File: src/rtl/mac_datapath_pkg.sv
// Shared widths, controller state encodings and the strobe bundle for the MAC datapath.
package mac_datapath_pkg;

   function automatic int prod_width(input int w);
      return 2 * w;
   endfunction

   function automatic int sum_width(input int w);
      return 2 * w + 1;
   endfunction

   localparam int DEF_W  = 8;
   localparam int PROD_W = prod_width(DEF_W);
   localparam int SUM_W  = sum_width(DEF_W);

   // Sequencing controller encoding: idle, load, compute, accumulate, publish.
   localparam logic [2:0] S0 = 3'b000;
   localparam logic [2:0] S1 = 3'b001;
   localparam logic [2:0] S2 = 3'b010;
   localparam logic [2:0] S3 = 3'b011;
   localparam logic [2:0] S4 = 3'b100;

   typedef struct packed {
      logic sel1;
      logic sel2;
      logic sel3;
      logic sel4;
      logic mux1;
      logic mux2;
      logic aout;
   } strobe_t;

endpackage

File: src/rtl/mac_datapath_sat_add.sv
// Unsigned adder with carry out; clamps to all-ones on overflow when SATURATE_EN is defined.
module sat_add #(
   parameter int WD = 16
) (
   input  logic [WD-1:0] a,
   input  logic [WD-1:0] b,
   output logic [WD-1:0] sum,
   output logic          carry
);

   logic [WD:0] full;

   assign full  = {1'b0, a} + {1'b0, b};
   assign carry = full[WD];

`ifdef SATURATE_EN
   assign sum = carry ? {WD{1'b1}} : full[WD-1:0];
`else
   assign sum = full[WD-1:0];
`endif

endmodule

File: src/rtl/mac_datapath.sv
// Operand/product/sum datapath driven by the five-state controller's strobes.
// Optional build macro SATURATE_EN makes overflowing PROD/SUM updates clamp instead of wrap.
module mac_datapath
   import mac_datapath_pkg::*;
#(
   parameter int W            = 8,
   parameter int CW           = 4,
   parameter bit AUTO_CAPTURE = 1'b1
) (
   input  logic            clk,
   input  logic            rst,
   input  logic [W-1:0]    din_a,
   input  logic [W-1:0]    din_b,
   input  logic            sel1,
   input  logic            sel3,
   input  logic            sel2,
   input  logic            mux1,
   input  logic            sel4,
   input  logic            mux2,
   input  logic            Aout,
   output logic [2*W:0]    dout,
   output logic            dout_valid,
   output logic            ovf,
   output logic [CW-1:0]   result_cnt
);

   localparam int PW = prod_width(W);
   localparam int SW = sum_width(W);

   strobe_t        st;
   logic [W-1:0]   ra, rb;
   logic [PW-1:0]  prod;
   logic [SW-1:0]  sum;
   logic           cap_pend;

   logic [PW-1:0]  prod_mul;
   logic [PW-1:0]  prod_acc;
   logic           prod_c;
   logic [SW-1:0]  sum_ab;
   logic [SW-1:0]  sum_acc;
   logic           sum_c;
   logic           publish;

   assign st = '{sel1: sel1, sel2: sel2, sel3: sel3, sel4: sel4,
                 mux1: mux1, mux2: mux2, aout: Aout};

   // Operands are zero-extended to the destination width, so neither of these can overflow.
   assign prod_mul = {{W{1'b0}}, ra} * {{W{1'b0}}, rb};
   assign sum_ab   = {{(W+1){1'b0}}, ra} + {{(W+1){1'b0}}, rb};

   sat_add #(.WD(PW)) u_prod_add (
      .a     (prod),
      .b     ({{W{1'b0}}, ra}),
      .sum   (prod_acc),
      .carry (prod_c)
   );

   sat_add #(.WD(SW)) u_sum_add (
      .a     (sum),
      .b     ({1'b0, prod}),
      .sum   (sum_acc),
      .carry (sum_c)
   );

   // A pending auto-capture and an explicit Aout in the same cycle merge into one publish.
   assign publish = cap_pend | st.aout;

   always_ff @(posedge clk) begin
      if (!rst) begin
         ra         <= '0;
         rb         <= '0;
         prod       <= '0;
         sum        <= '0;
         ovf        <= 1'b0;
         cap_pend   <= 1'b0;
         dout       <= '0;
         dout_valid <= 1'b0;
         result_cnt <= '0;
      end else begin
         if (st.sel1) ra <= din_a;
         if (st.sel3) rb <= din_b;

         if (st.sel2) begin
            prod <= st.mux1 ? prod_acc : prod_mul;
            if (st.mux1 && prod_c) ovf <= 1'b1;
         end

         if (st.sel4) begin
            sum <= st.mux2 ? sum_acc : sum_ab;
            if (st.mux2 && sum_c) ovf <= 1'b1;
         end

         cap_pend <= AUTO_CAPTURE & st.sel4 & st.mux2;

         // dout takes the SUM register as it stands before this edge.
         dout_valid <= publish;
         if (publish) begin
            dout       <= sum;
            result_cnt <= result_cnt + 1'b1;
         end
      end
   end

endmodule

File: config.mk
export PLATFORM = sky130hd
export DESIGN_NAME = mac_datapath
export DESIGN_NICKNAME = d
export VERILOG_FILES = /design/src/rtl/mac_datapath_pkg.sv /design/src/rtl/mac_datapath_sat_add.sv /design/src/rtl/mac_datapath.sv
export SDC_FILE = /design/constraint.sdc
export NUM_CORES = 1
export LEC_CHECK = 0
export CAP_MARGIN = 30
export CORE_UTILIZATION = 35
export DETAILED_ROUTE_END_ITERATION = 6
export HOLD_SLACK_MARGIN = 0.12
export PLACE_DENSITY = 0.48
export SYNTH_ARGS = -nofsm -noshare
export SYNTH_HDL_FRONTEND = slang
export SYNTH_SLANG_ARGS = --single-unit
File: constraint.sdc
create_clock -name clk -period 8.7 [get_ports clk]
set_input_delay 0.87 -clock clk [delete_from_list [all_inputs] [get_ports clk]]
set_output_delay 0.87 -clock clk [all_outputs]
set_load 0.01 [all_outputs]
==> metrics.md, run 1 <==
| Metric | Value |
|---|---|
| Crit. End Element | flop |
| Top cells by instance count after synthesis | 79 x sky130_fd_sc_hd__nand2_1, 73 x sky130_fd_sc_hd__dfxtp_1, 69 x sky130_fd_sc_hd__ha_1 |
| Top cells by area, synth | sky130_fd_sc_hd__dfxtp_1 23%, sky130_fd_sc_hd__ha_1 14%, sky130_fd_sc_hd__fa_1 12%, sky130_fd_sc_hd__a21oi_1 4.7%, sky130_fd_sc_hd__nand2_1 4.7% |
| Overall routing resource usage | 0.188 |
| Remaining max-slew budget at the tightest pin | 0.554 |
| CTS tree | built |
| Sequential area share after synthesis | 0.230 |
| Wire length of the first global-routing pass | 27200 µm |
| Clock skew | 12.1 ps |
| Total number of placement rows | 48 |
| DR pass1 iterations | 4 |
| Hold violation total from the final report | 0 |
| Synthesized instance count | 757 |
| Total congestion overflow | 0 |
| Count of clock tree sinks | 73 |
| Fraction of synthesized cell area taken by the top area cell type | 0.230 |
| Required time worst endpoint | 8920 ps |
| Final HPWL DP | 13000 µm |
| Worst hold path depth | 2 |
| Mean Syn Cell Area | 8.38 µm² |
| Die outline height | 137 µm |
| Setup bufs post-CTS | 0 |
| CTS Root Buffer Type | sky130_fd_sc_hd__clkbuf_16 |
| Slew at the pin closest to its max-slew limit | 667 ps |
| Antenna violations before repair | 0 |
| Worst setup path class | flop to flop |
| Cell type contributing the most total cell area after synthesis | sky130_fd_sc_hd__dfxtp_1 |
| Hold buffers post-CTS | 0 |
| Number of DRC markers after the initial detailed-route iteration | 336 |
| Leak pwr | 0.00333 µW |
| Largest net degree at the start of global routing | 52 |
| Total die area | 18700 µm² |
| Starting density of the core | 0.363 |
| Max-slew violation total from the final report | 0 |
| Worst hold path class | flop to flop |
| Buffer depth of the longest clock path | 2 |
| Area post-placement | 7070 µm² |
| Post-route setup TNS | 0 ps |
| Biggest fanout along the worst timing path | 10 |
| H-tree lvl count | 3 |
| WHS | 447 ps |
| Count of cell types in the netlist | 57 |
| Setup crit start kind | flop |
| Nets | 931 |
| Synthesized Nets | 890 |
| Clock slew at reported path FFs | 70 ps |
| Synth warn | 0 |
| Insertion delay to the later sink of the worst-skew pair | 350 ps |
| Floorplan Core Area | 17500 µm² |
| Max-cap violations | 0 |
| Fraction of synthesis flops using an asynchronous set or reset pin | 0 |
| Die X-Extent | 137 µm |
| Number of global-route vias before repair | 5291 |
| Number of remaining DRC errors | 0 |
| Detailed-route vias per instance | 5.19 |
| Post-Route WL | 16500 µm |
| Number of enable flip-flop cells after synthesis | 0 |
| Number of failing setup endpoints in the final timing report | 0 |
| Arrival time at the worst endpoint | 4720 ps |
| Placer congestion estimate | 0.878 |
| Maximum clock rate | 222 MHz |
| Layout cell share with drive strength beyond 1 | 0.0349 |
| Antenna violation net count after detailed routing | 0 |
| Maximum resistive drop on vdd | 0.0909 mV |
| Number of vias after detailed routing | 5337 |
| Setup repair after global routing missed its margin | no |
| Clock buffers created by TritonCTS | 9 |
| Tmin final | 4500 ps |
| Final routed wire length divided by cell count | 16.0 µm |
| Register bit count reported by yosys | 73 |
| Number of cells traversed by the worst register-to-register path | 14 |
| Total power per unit cell area | 132 nW/µm² |
| Count leader, synth | sky130_fd_sc_hd__nand2_1 |
| Number of diodes | 0 |
| Total standard cell area after synthesis | 6340 µm² |
| # port buffers | 47 |
| Final standard cell area without fillers | 7410 µm² |
| Area growth, synth to finish | 16.9% |
| Post-synth top flop | sky130_fd_sc_hd__dfxtp_1 |
| Crit share post-route | 0.517 |
| Post-cts gate resize count | 0 |
| Result of the run | completed |
| Ports placed on the boundary | 48 |
==> placed cells by master (no fill, tap or decap), types with 3 or more instances in the layout <==
master                             n
sky130_fd_sc_hd__and3_1            4
sky130_fd_sc_hd__o21ai_0          45
sky130_fd_sc_hd__o211ai_1          9
sky130_fd_sc_hd__clkdlybuf4s50_1  47
sky130_fd_sc_hd__nor2_1           58
sky130_fd_sc_hd__ha_1             69
sky130_fd_sc_hd__nor3_1            3
sky130_fd_sc_hd__or3_1             5
sky130_fd_sc_hd__and2_1           47
sky130_fd_sc_hd__o22ai_1           3
sky130_fd_sc_hd__nor2b_1           5
sky130_fd_sc_hd__mux2i_1          28
sky130_fd_sc_hd__a21oi_1          60
sky130_fd_sc_hd__nand3_1          14
sky130_fd_sc_hd__fa_1             39
sky130_fd_sc_hd__inv_1            62
sky130_fd_sc_hd__nand2_1          79
sky130_fd_sc_hd__xor2_1           11
sky130_fd_sc_hd__a311oi_1          3
sky130_fd_sc_hd__a211oi_1         14
sky130_fd_sc_hd__or4_1             3
sky130_fd_sc_hd__nand4_1           8
sky130_fd_sc_hd__xnor2_1          19
sky130_fd_sc_hd__clkbuf_16         9
sky130_fd_sc_hd__a21o_1            9
sky130_fd_sc_hd__o21a_1            7
sky130_fd_sc_hd__nand2b_1         15
sky130_fd_sc_hd__a31oi_1           6
sky130_fd_sc_hd__dfxtp_1          73
sky130_fd_sc_hd__or2_2             3
==> cell families after synthesis <==
group,count (synthesis),share of synthesized area
compound gates,181,0.180
buf+inv,85,0.0503
xor+xnor,30,0.0414
fa+ha+maj,108,0.259
mux,28,0.0442
flops,73,0.230
simple gates,252,0.194
==> routing by layer <==
layer  track usage  wire length (µm)  vias to the layer above
li1              -                 -                     2713
met1         0.257              8270                     2530
met2         0.303              7480                       77
met3        0.0333               499                       17
met4        0.0506               249                        0
met5             0                 0                        -
==> through the flow <==
step,utilization,setup WS [ps],cells,total power [µW]
floorplan,-,4500,757,506
global placement,0.402,4280,1009,565
detailed placement,0.404,4170,1011,570
CTS,0.423,4160,1027,991
global route,0.424,3940,1028,1030
finish,0.424,4200,1028,977
==> worst max-delay path, stage by stage, from the launching register on <==
cell	delay (ps)
sky130_fd_sc_hd__dfxtp_1	420
sky130_fd_sc_hd__ha_1	350
sky130_fd_sc_hd__fa_1	510
sky130_fd_sc_hd__fa_1	520
sky130_fd_sc_hd__fa_1	490
sky130_fd_sc_hd__inv_1	50
sky130_fd_sc_hd__fa_1	530
sky130_fd_sc_hd__inv_1	40
sky130_fd_sc_hd__ha_1	350
sky130_fd_sc_hd__o21ai_0	110
sky130_fd_sc_hd__a21oi_1	250
sky130_fd_sc_hd__a21oi_1	140
sky130_fd_sc_hd__mux2i_1	170
sky130_fd_sc_hd__a311oi_1	100
sky130_fd_sc_hd__or3_1	330
==> path summary, 6_finish.rpt <==
check	startpoint	endpoint	slack, ps
max	ra[3]$_SDFFE_PN0P_	prod[15]$_SDFFE_PN0P_	4200
min	dout[13]$_SDFFE_PN0P_	dout[13]$_SDFFE_PN0P_	450
max reg2reg	ra[3]$_SDFFE_PN0P_	prod[15]$_SDFFE_PN0P_	4200
min reg2reg	dout[13]$_SDFFE_PN0P_	dout[13]$_SDFFE_PN0P_	450
==> state kept, by name, indices dropped and copies added, names as in the netlist, 4 cells and up <==
| register | flops |
|---|---|
| dout | 17 |
| sum | 17 |
| result_cnt | 4 |
| ra | 8 |
| rb | 8 |
| prod | 16 |
==> where the power goes <==
group / internal [µW] / switching, µW / total (µW) / leakage [µW]
combinational: 84.8 / 103 / 188 / 0.00258
clock: 253 / 162 / 414 / 0.000153
sequential: 351 / 23.9 / 375 / 0.000597
total: 688 / 289 / 977 / 0.00333
==> cell type report <==
cell class | instances | area [µm²]
clock buffer | 10 | 229
clock inverter | 6 | 90.1
fill | 1755 | 10100
inverter | 63 | 236
multi-input combinational | 599 | 4560
sequential | 73 | 1460
tap | 225 | 282
timing repair buffer | 52 | 552
Note: power is estimated with default switching activity, not from simulation.
==> run 2, diff against run 1 <==
--- a/config.mk
+++ b/config.mk
@@ -9,7 +9,7 @@
 export CORE_UTILIZATION = 35
 export DETAILED_ROUTE_END_ITERATION = 6
 export HOLD_SLACK_MARGIN = 0.12
-export PLACE_DENSITY = 0.48
+export PLACE_DENSITY = 0.5
 export SYNTH_ARGS = -nofsm -noshare
 export SYNTH_HDL_FRONTEND = slang
 export SYNTH_SLANG_ARGS = --single-unit
==> constraint.sdc (replaced) <==
create_clock -name clk -period 4.05 [get_ports clk]
set_input_delay 0.405 -clock clk [delete_from_list [all_inputs] [get_ports clk]]
set_output_delay 0.405 -clock clk [all_outputs]
set_load 0.01 [all_outputs]
==> metrics.md, run 2 (synthesized netlist as in run 1, its figures left out) <==
| Metric | Value |
|---|---|
| Placer congestion estimate | 0.836 (was 0.878) |
| Slew at the pin closest to its max-slew limit | 714 ps (was 667 ps) |
| Clock slew at reported path FFs | 60 ps (was 70 ps) |
| Max-slew violation total from the final report | 0 (unchanged) |
| Number of diodes | 0 (unchanged) |
| Internal cell power | 1540 µW (was 688 µW) |
| Final HPWL DP | 13500 µm (was 13000 µm) |
| Total number of placement rows | 48 (unchanged) |
| Ports placed on the boundary | 48 (unchanged) |
| Nets | 985 (was 931) |
| Wire length of the first global-routing pass | 28200 µm (was 27200 µm) |
| Clk pwr share | 0.416 (was 0.424) |
| Antenna violation net count after detailed routing | 0 (unchanged) |
| CTS Root Buffer Type | sky130_fd_sc_hd__clkbuf_16 (unchanged) |
| Crit. End Element | flop (unchanged) |
| Layout fillers | 1689 (was 1755) |
| Final routed wire length divided by cell count | 15.7 µm (was 16.0 µm) |
| Number of DRC markers after the initial detailed-route iteration | 229 (was 336) |
| Starting density of the core | 0.363 (unchanged) |
| Clock skew | 5.43 ps (was 12.1 ps) |
| Clock buffers created by TritonCTS | 9 (unchanged) |
| Maximum clock rate | 244 MHz (was 222 MHz) |
| Number of cells traversed by the worst register-to-register path | 13 (was 14) |
| Final standard cell area without fillers | 8060 µm² (was 7410 µm²) |
| Leading cell types in the layout, fill and taps excluded | 75 x sky130_fd_sc_hd__nand2_1, 60 x sky130_fd_sc_hd__dfxtp_1, 59 x sky130_fd_sc_hd__inv_1 (was 79 x sky130_fd_sc_hd__nand2_1, 73 x sky130_fd_sc_hd__dfxtp_1, 69 x sky130_fd_sc_hd__ha_1) |
| Combinational cell fraction of total power | 0.217 (was 0.192) |
| Hold violation total from the final report | 0 (unchanged) |
| DR pass1 iterations | 4 (unchanged) |
| Final setup slack of the worst path | -41.3 ps (was 4200 ps) |
| Count of clock tree sinks | 73 (unchanged) |
| Total die area | 18700 µm² (unchanged) |
| Number of vias after detailed routing | 5526 (was 5337) |
| Area of combinational cells with multiple inputs | 4780 µm² (was 4560 µm²) |
| Switch Pwr | 633 µW (was 289 µW) |
| Die outline height | 137 µm (unchanged) |
| H-tree lvl count | 3 (unchanged) |
| Required time worst endpoint | 4290 ps (was 8920 ps) |
| Number of global-route vias before repair | 5591 (was 5291) |
| Flip-flop and latch area | 1510 µm² (was 1460 µm²) |
| Maximum resistive drop on vdd | 0.193 mV (was 0.0909 mV) |
| Antenna violations before repair | 0 (unchanged) |
| Crit share post-route | 1.01 (was 0.517) |
| Layout cell share with drive strength beyond 1 | 0.160 (was 0.0349) |
| Area post-placement | 7500 µm² (was 7070 µm²) |
| Worst setup path class | flop to flop (unchanged) |
| Detailed-route vias per instance | 5.11 (was 5.19) |
| Result of the run | complete, but fails checks (was completed) |
| Biggest fanout along the worst timing path | 6 (was 10) |
| Leak pwr | 0.00360 µW (was 0.00333 µW) |
| Number of remaining DRC errors | 0 (unchanged) |
| Arrival time at the worst endpoint | 4340 ps (was 4720 ps) |
| Area growth, synth to finish | 27.0% (was 16.9%) |
| Most common cell after layout, fill and taps aside | sky130_fd_sc_hd__nand2_1 (unchanged) |
| Remaining max-slew budget at the tightest pin | 0.522 (was 0.554) |
| Top Registers | dout: 17 flops, sum: 17 flops, prod: 16 flops (unchanged) |
| Sequential group share of total power | 0.367 (was 0.384) |
| Floorplan Core Area | 17500 µm² (unchanged) |
| Worst hold path depth | 2 (unchanged) |
| CTS tree | built (unchanged) |
| Total congestion overflow | 0 (unchanged) |
| # port buffers | 47 (unchanged) |
| Sw frac | 0.291 (was 0.296) |
| Setup crit start kind | flop (unchanged) |
| Die X-Extent | 137 µm (unchanged) |
| Insertion delay to the later sink of the worst-skew pair | 340 ps (was 350 ps) |
| Largest net degree at the start of global routing | 39 (was 52) |
| Core occupancy in the finished layout | 0.461 (was 0.424) |
| Total power per unit cell area | 270 nW/µm² (was 132 nW/µm²) |
| Number of failing setup endpoints in the final timing report | 3 (was 0) |
| Buffer depth of the longest clock path | 2 (unchanged) |
| Post-Route WL | 16900 µm (was 16500 µm) |
| Worst-case setup slack after placement | -276 ps (was 4170 ps) |
| Failing checks | negative setup slack |
| Overall routing resource usage | 0.194 (was 0.188) |
| Worst hold path class | flop to flop (unchanged) |
| Tmin final | 4090 ps (was 4500 ps) |
| Setup repair after global routing missed its margin | yes (was no) |
| Max-cap violations | 0 (unchanged) |
[run 2: timing repair]
action	in CTS	in global routing
pin swaps	22	30
gates cloned	0	0
hold buffers	0	0
resized for setup	27	32
endpoints found under the setup margin	7	7
setup buffers	1	0
[run 2: path summary, 6_finish.rpt]
path,from,end,slack (ps)
min reg2reg,dout[12]$_SDFFE_PN0P_,dout[12]$_SDFFE_PN0P_,450
max reg2reg,ra[5]$_SDFFE_PN0P_,prod[11]$_SDFFE_PN0P_,-40
max,ra[5]$_SDFFE_PN0P_,prod[11]$_SDFFE_PN0P_,-40
min,dout[12]$_SDFFE_PN0P_,dout[12]$_SDFFE_PN0P_,450
[run 2: cell type report]
type,count,area share
clock buffer,11,0.0301
clock inverter,5,0.0107
inverter,63,0.0294
multi-input combinational,599,0.594
sequential,73,0.187
tap,225,0.0349
timing repair buffer,106,0.114
[run 2: power by group through the flow]
stage | clock, µW | combinational [µW] | sequential [µW]
floorplan | 0 | 285 | 806
global placement | 0 | 443 | 814
detailed placement | 0 | 451 | 814
CTS | 932 | 463 | 797
global route | 968 | 531 | 801
finish | 904 | 471 | 796
[run 2: per-stage QoR]
stage / hold WS, ps / std cells / total power, µW / setup TNS, ps
floorplan: 449 / 757 / 1090 / 0
global placement: 443 / 1064 / 1260 / -665
detailed placement: 445 / 1065 / 1270 / -856
CTS: 454 / 1082 / 2190 / -266
global route: 471 / 1082 / 2300 / -716
finish: 450 / 1082 / 2170 / -66.3
[run 2: per-layer routing]
metal / GRT usage / up-vias / share of wire
met1: 0.267 / 2627 / 0.50
met3: 0.0285 / 8 / 0.025
met4: 0.0420 / 0 / 0.0067
met5: 0 / - / 0
li1: - / 2827 / -
met2: 0.320 / 64 / 0.47
[run 2: worst max-delay path: stages, from the launching register on]
cell	delay, ps
sky130_fd_sc_hd__dfxtp_4	370
sky130_fd_sc_hd__and2_4	160
sky130_fd_sc_hd__fa_1	500
sky130_fd_sc_hd__fa_1	510
sky130_fd_sc_hd__fa_1	500
sky130_fd_sc_hd__inv_1	50
sky130_fd_sc_hd__fa_1	470
sky130_fd_sc_hd__inv_1	40
sky130_fd_sc_hd__ha_2	160
sky130_fd_sc_hd__or4_4	530
sky130_fd_sc_hd__o211ai_1	290
sky130_fd_sc_hd__xnor2_1	160
sky130_fd_sc_hd__o21ai_1	70
sky130_fd_sc_hd__a311oi_1	180
==> run 3, diff against run 2 <==
--- a/config.mk
+++ b/config.mk
@@ -10,6 +10,7 @@
 export DETAILED_ROUTE_END_ITERATION = 6
 export HOLD_SLACK_MARGIN = 0.12
 export PLACE_DENSITY = 0.5
+export SETUP_SLACK_MARGIN = 0.1
 export SYNTH_ARGS = -nofsm -noshare
 export SYNTH_HDL_FRONTEND = slang
 export SYNTH_SLANG_ARGS = --single-unit
==> metrics.md, run 3 (synthesized netlist as in run 1, its figures left out) <==
| Metric | Value |
|---|---|
| Failing checks | negative setup slack (unchanged) |
| Ordered cell list for the critical path | ha_4 -> fa_1 -> fa_1 -> fa_1 -> inv_2 -> fa_1 -> inv_2 -> ha_4 -> buf_4 -> o21a_1 -> or3_1 -> o211ai_1 -> buf_4 -> xnor2_2 -> o21ai_1 -> a311oi_1 (was and2_4 -> fa_1 -> fa_1 -> fa_1 -> inv_1 -> fa_1 -> inv_1 -> ha_2 -> or4_4 -> o211ai_1 -> xnor2_1 -> o21ai_1 -> a311oi_1) |
| Overall routing resource usage | 0.202 (was 0.194) |
| Biggest fanout along the worst timing path | 6 (unchanged) |
| H-tree lvl count | 3 (unchanged) |
| Floorplan Core Area | 17500 µm² (unchanged) |
| Layout cell share with drive strength beyond 1 | 0.197 (was 0.160) |
| Number of global-route vias before repair | 5610 (was 5591) |
| Total power per unit cell area | 271 nW/µm² (was 270 nW/µm²) |
| Clock slew at reported path FFs | 60 ps (about the same) |
| Setup repair after global routing missed its margin | yes (unchanged) |
| Critical-path cell with the highest stage delay | sky130_fd_sc_hd__fa_1 (was sky130_fd_sc_hd__or4_4) |
| # port buffers | 47 (unchanged) |
| Wire length of the first global-routing pass | 29200 µm (was 28200 µm) |
| Worst hold path class | flop to flop (unchanged) |
| Most common cell after layout, fill and taps aside | sky130_fd_sc_hd__nand2_1 (unchanged) |
| Required time worst endpoint | 4300 ps (was 4290 ps) |
| Die X-Extent | 137 µm (unchanged) |
| Worst setup path class | flop to flop (unchanged) |
| Cell type with the highest occurrence count on the critical path | sky130_fd_sc_hd__fa_1 (unchanged) |
| Hold violation total from the final report | 0 (unchanged) |
| Slew at the pin closest to its max-slew limit | 693 ps (was 714 ps) |
| Antenna violation net count after detailed routing | 0 (unchanged) |
| Switch Pwr | 660 µW (was 633 µW) |
| Number of buffer and inverter instances along the worst setup path | 4 (was 2) |
| Tmin final | 4250 ps (was 4090 ps) |
| Crit. End Element | flop (unchanged) |
| Clk pwr share | 0.416 (about the same) |
| Nets | 991 (was 985) |
| Die outline height | 137 µm (unchanged) |
| Clock buffers created by TritonCTS | 9 (unchanged) |
| Top Registers | dout: 17 flops, sum: 17 flops, prod: 16 flops (unchanged) |
| Number of failing setup endpoints in the final timing report | 4 (was 3) |
| Final HPWL DP | 13900 µm (was 13500 µm) |
| Final setup slack of the worst path | -197 ps (was -41.3 ps) |
| Maximum resistive drop on vdd | 0.210 mV (was 0.193 mV) |
| Largest net degree at the start of global routing | 51 (was 39) |
| Arrival time at the worst endpoint | 4500 ps (was 4340 ps) |
| Crit share post-route | 1.05 (was 1.01) |
| Count of clock tree sinks | 73 (unchanged) |
| Total number of placement rows | 48 (unchanged) |
| Number of cells traversed by the worst register-to-register path | 16 (was 13) |
| Worst setup startpoint | rb[4]$_SDFFE_PN0P_ (was ra[5]$_SDFFE_PN0P_) |
| Number of DRC markers after the initial detailed-route iteration | 360 (was 229) |
| Max-slew violation total from the final report | 0 (unchanged) |
| Insertion delay to the later sink of the worst-skew pair | 340 ps (about the same) |
| Final standard cell area without fillers | 8260 µm² (was 8060 µm²) |
| Max-cap violations | 0 (unchanged) |
| Area post-placement | 7500 µm² (about the same) |
| Setup crit start kind | flop (unchanged) |
| CTS tree | built (unchanged) |
| Number of diodes | 0 (unchanged) |
| Final routed wire length divided by cell count | 16.5 µm (was 15.7 µm) |
| Area growth, synth to finish | 30.2% (was 27.0%) |
| Crit-path leading delay family | adder cells (unchanged) |
| Total congestion overflow | 0 (unchanged) |
| Placer congestion estimate | 0.850 (was 0.836) |
| Total stage count of the critical path | 16 (was 13) |
| Remaining max-slew budget at the tightest pin | 0.537 (was 0.522) |
| Clock skew | 6.91 ps (was 5.43 ps) |
| Ports placed on the boundary | 48 (unchanged) |
| Worst Setup EP | prod[11]$_SDFFE_PN0P_ (unchanged) |
| Total die area | 18700 µm² (unchanged) |
| Combinational cell fraction of total power | 0.231 (was 0.217) |
| Leak pwr | 0.00367 µW (was 0.00360 µW) |
| Sw frac | 0.294 (was 0.291) |
| Sequential group share of total power | 0.354 (was 0.367) |
| Detailed-route vias per instance | 5.18 (was 5.11) |
| Starting density of the core | 0.363 (unchanged) |
| Leading cell types in the layout, fill and taps excluded | 77 x sky130_fd_sc_hd__nand2_1, 59 x sky130_fd_sc_hd__dfxtp_1, 57 x sky130_fd_sc_hd__buf_4 (was 75 x sky130_fd_sc_hd__nand2_1, 60 x sky130_fd_sc_hd__dfxtp_1, 59 x sky130_fd_sc_hd__inv_1) |
| Crit path largest cell delay | 550 ps (was 530 ps) |
| End of the worst register-to-register path | prod[11]$_SDFFE_PN0P_ (unchanged) |
| DR pass1 iterations | 5 (was 4) |
| Number of vias after detailed routing | 5639 (was 5526) |
| Power consumption | 2240 µW (was 2170 µW) |
| CTS Root Buffer Type | sky130_fd_sc_hd__clkbuf_16 (unchanged) |
| Post-Route WL | 18000 µm (was 16900 µm) |
| Maximum clock rate | 235 MHz (was 244 MHz) |
| Result of the run | complete, but fails checks (unchanged) |
| Hold buffers post-CTS | 0 (unchanged) |
| Antenna violations before repair | 0 (unchanged) |
| Number of remaining DRC errors | 0 (unchanged) |
| Internal cell power | 1580 µW (was 1540 µW) |
| Startpoint of the worst register-to-register path | rb[4]$_SDFFE_PN0P_ (was ra[5]$_SDFFE_PN0P_) |
| Slack of the worst reg-to-reg path | -200 ps (was -40 ps) |
| Buffer depth of the longest clock path | 2 (unchanged) |
run 3: layer usage:
metal / vias up / track usage / share of wire
li1: 2835 / - / -
met1: 2684 / 0.284 / 0.49
met2: 102 / 0.323 / 0.47
met3: 18 / 0.0289 / 0.031
met4: 0 / 0.0481 / 0.012
met5: - / 0 / 0
run 3: worst min-delay path by stage:
stage                          startpoint                     to  slack, ps  cells past startpoint
floorplan             sum[2]$_SDFFE_PN0P_   dout[2]$_SDFFE_PN0P_        450                      2
global placement     dout[7]$_SDFFE_PN0P_   dout[7]$_SDFFE_PN0P_        440                      2
detailed placement   dout[9]$_SDFFE_PN0P_   dout[9]$_SDFFE_PN0P_        440                      2
CTS                 dout[16]$_SDFFE_PN0P_  dout[16]$_SDFFE_PN0P_        450                      2
global route         dout[6]$_SDFFE_PN0P_   dout[6]$_SDFFE_PN0P_        480                      2
finish              dout[16]$_SDFFE_PN0P_  dout[16]$_SDFFE_PN0P_        450                      2
run 3: worst reg2reg max path: cells and delay by family, from the launching register on:
family,cells,cell delay [ps]
AND/OR/NAND/NOR,1,320
buffers and inverters,4,410
AO/OA/AOI/OAI,4,580
flip-flops,1,380
adder cells (fa/ha/maj),6,2380
XOR/XNOR,1,100
run 3: final cells by class:
type                            instances  area, µm²
Sequential cell                        73       1500
Tap cell                              225        282
Inverter                               63        236
Timing Repair Buffer                  112       1000
Multi-Input combinational cell        599       4900
Clock inverter                          6       93.8
Fill cell                            1689       9220
Clock buffer                           10        250
run 3: what timing repair did:
| item | CTS | global route |
|---|---|---|
| setup endpoints to repair | 8 | 8 |
| resized for setup | 30 | 60 |
| setup buffers | 3 | 10 |
| gates cloned | 0 | 0 |
| endpoints found under the hold margin | 0 | 0 |
| pin swaps | 16 | 41 |
run 3: power by group through the flow:
stage,Combinational [µW],Sequential [µW],Clock [µW]
after CTS,478,793,959
after floorplan,289,807,0
final,517,793,932
after global routing,571,799,985
after detailed placement,463,810,0
after global placement,459,810,0
run 3: stage by stage:
stage	worst slack (ps)	hold WS [ps]	setup TNS, ps	instances	utilization
after floorplan	84.7	449	0	757	-
after global placement	-232	444	-1200	1058	0.428
after detailed placement	-232	445	-1120	1059	0.429
after CTS	-182	454	-559	1078	0.455
after global routing	-328	479	-1120	1088	0.473
final	-197	449	-472	1088	0.473
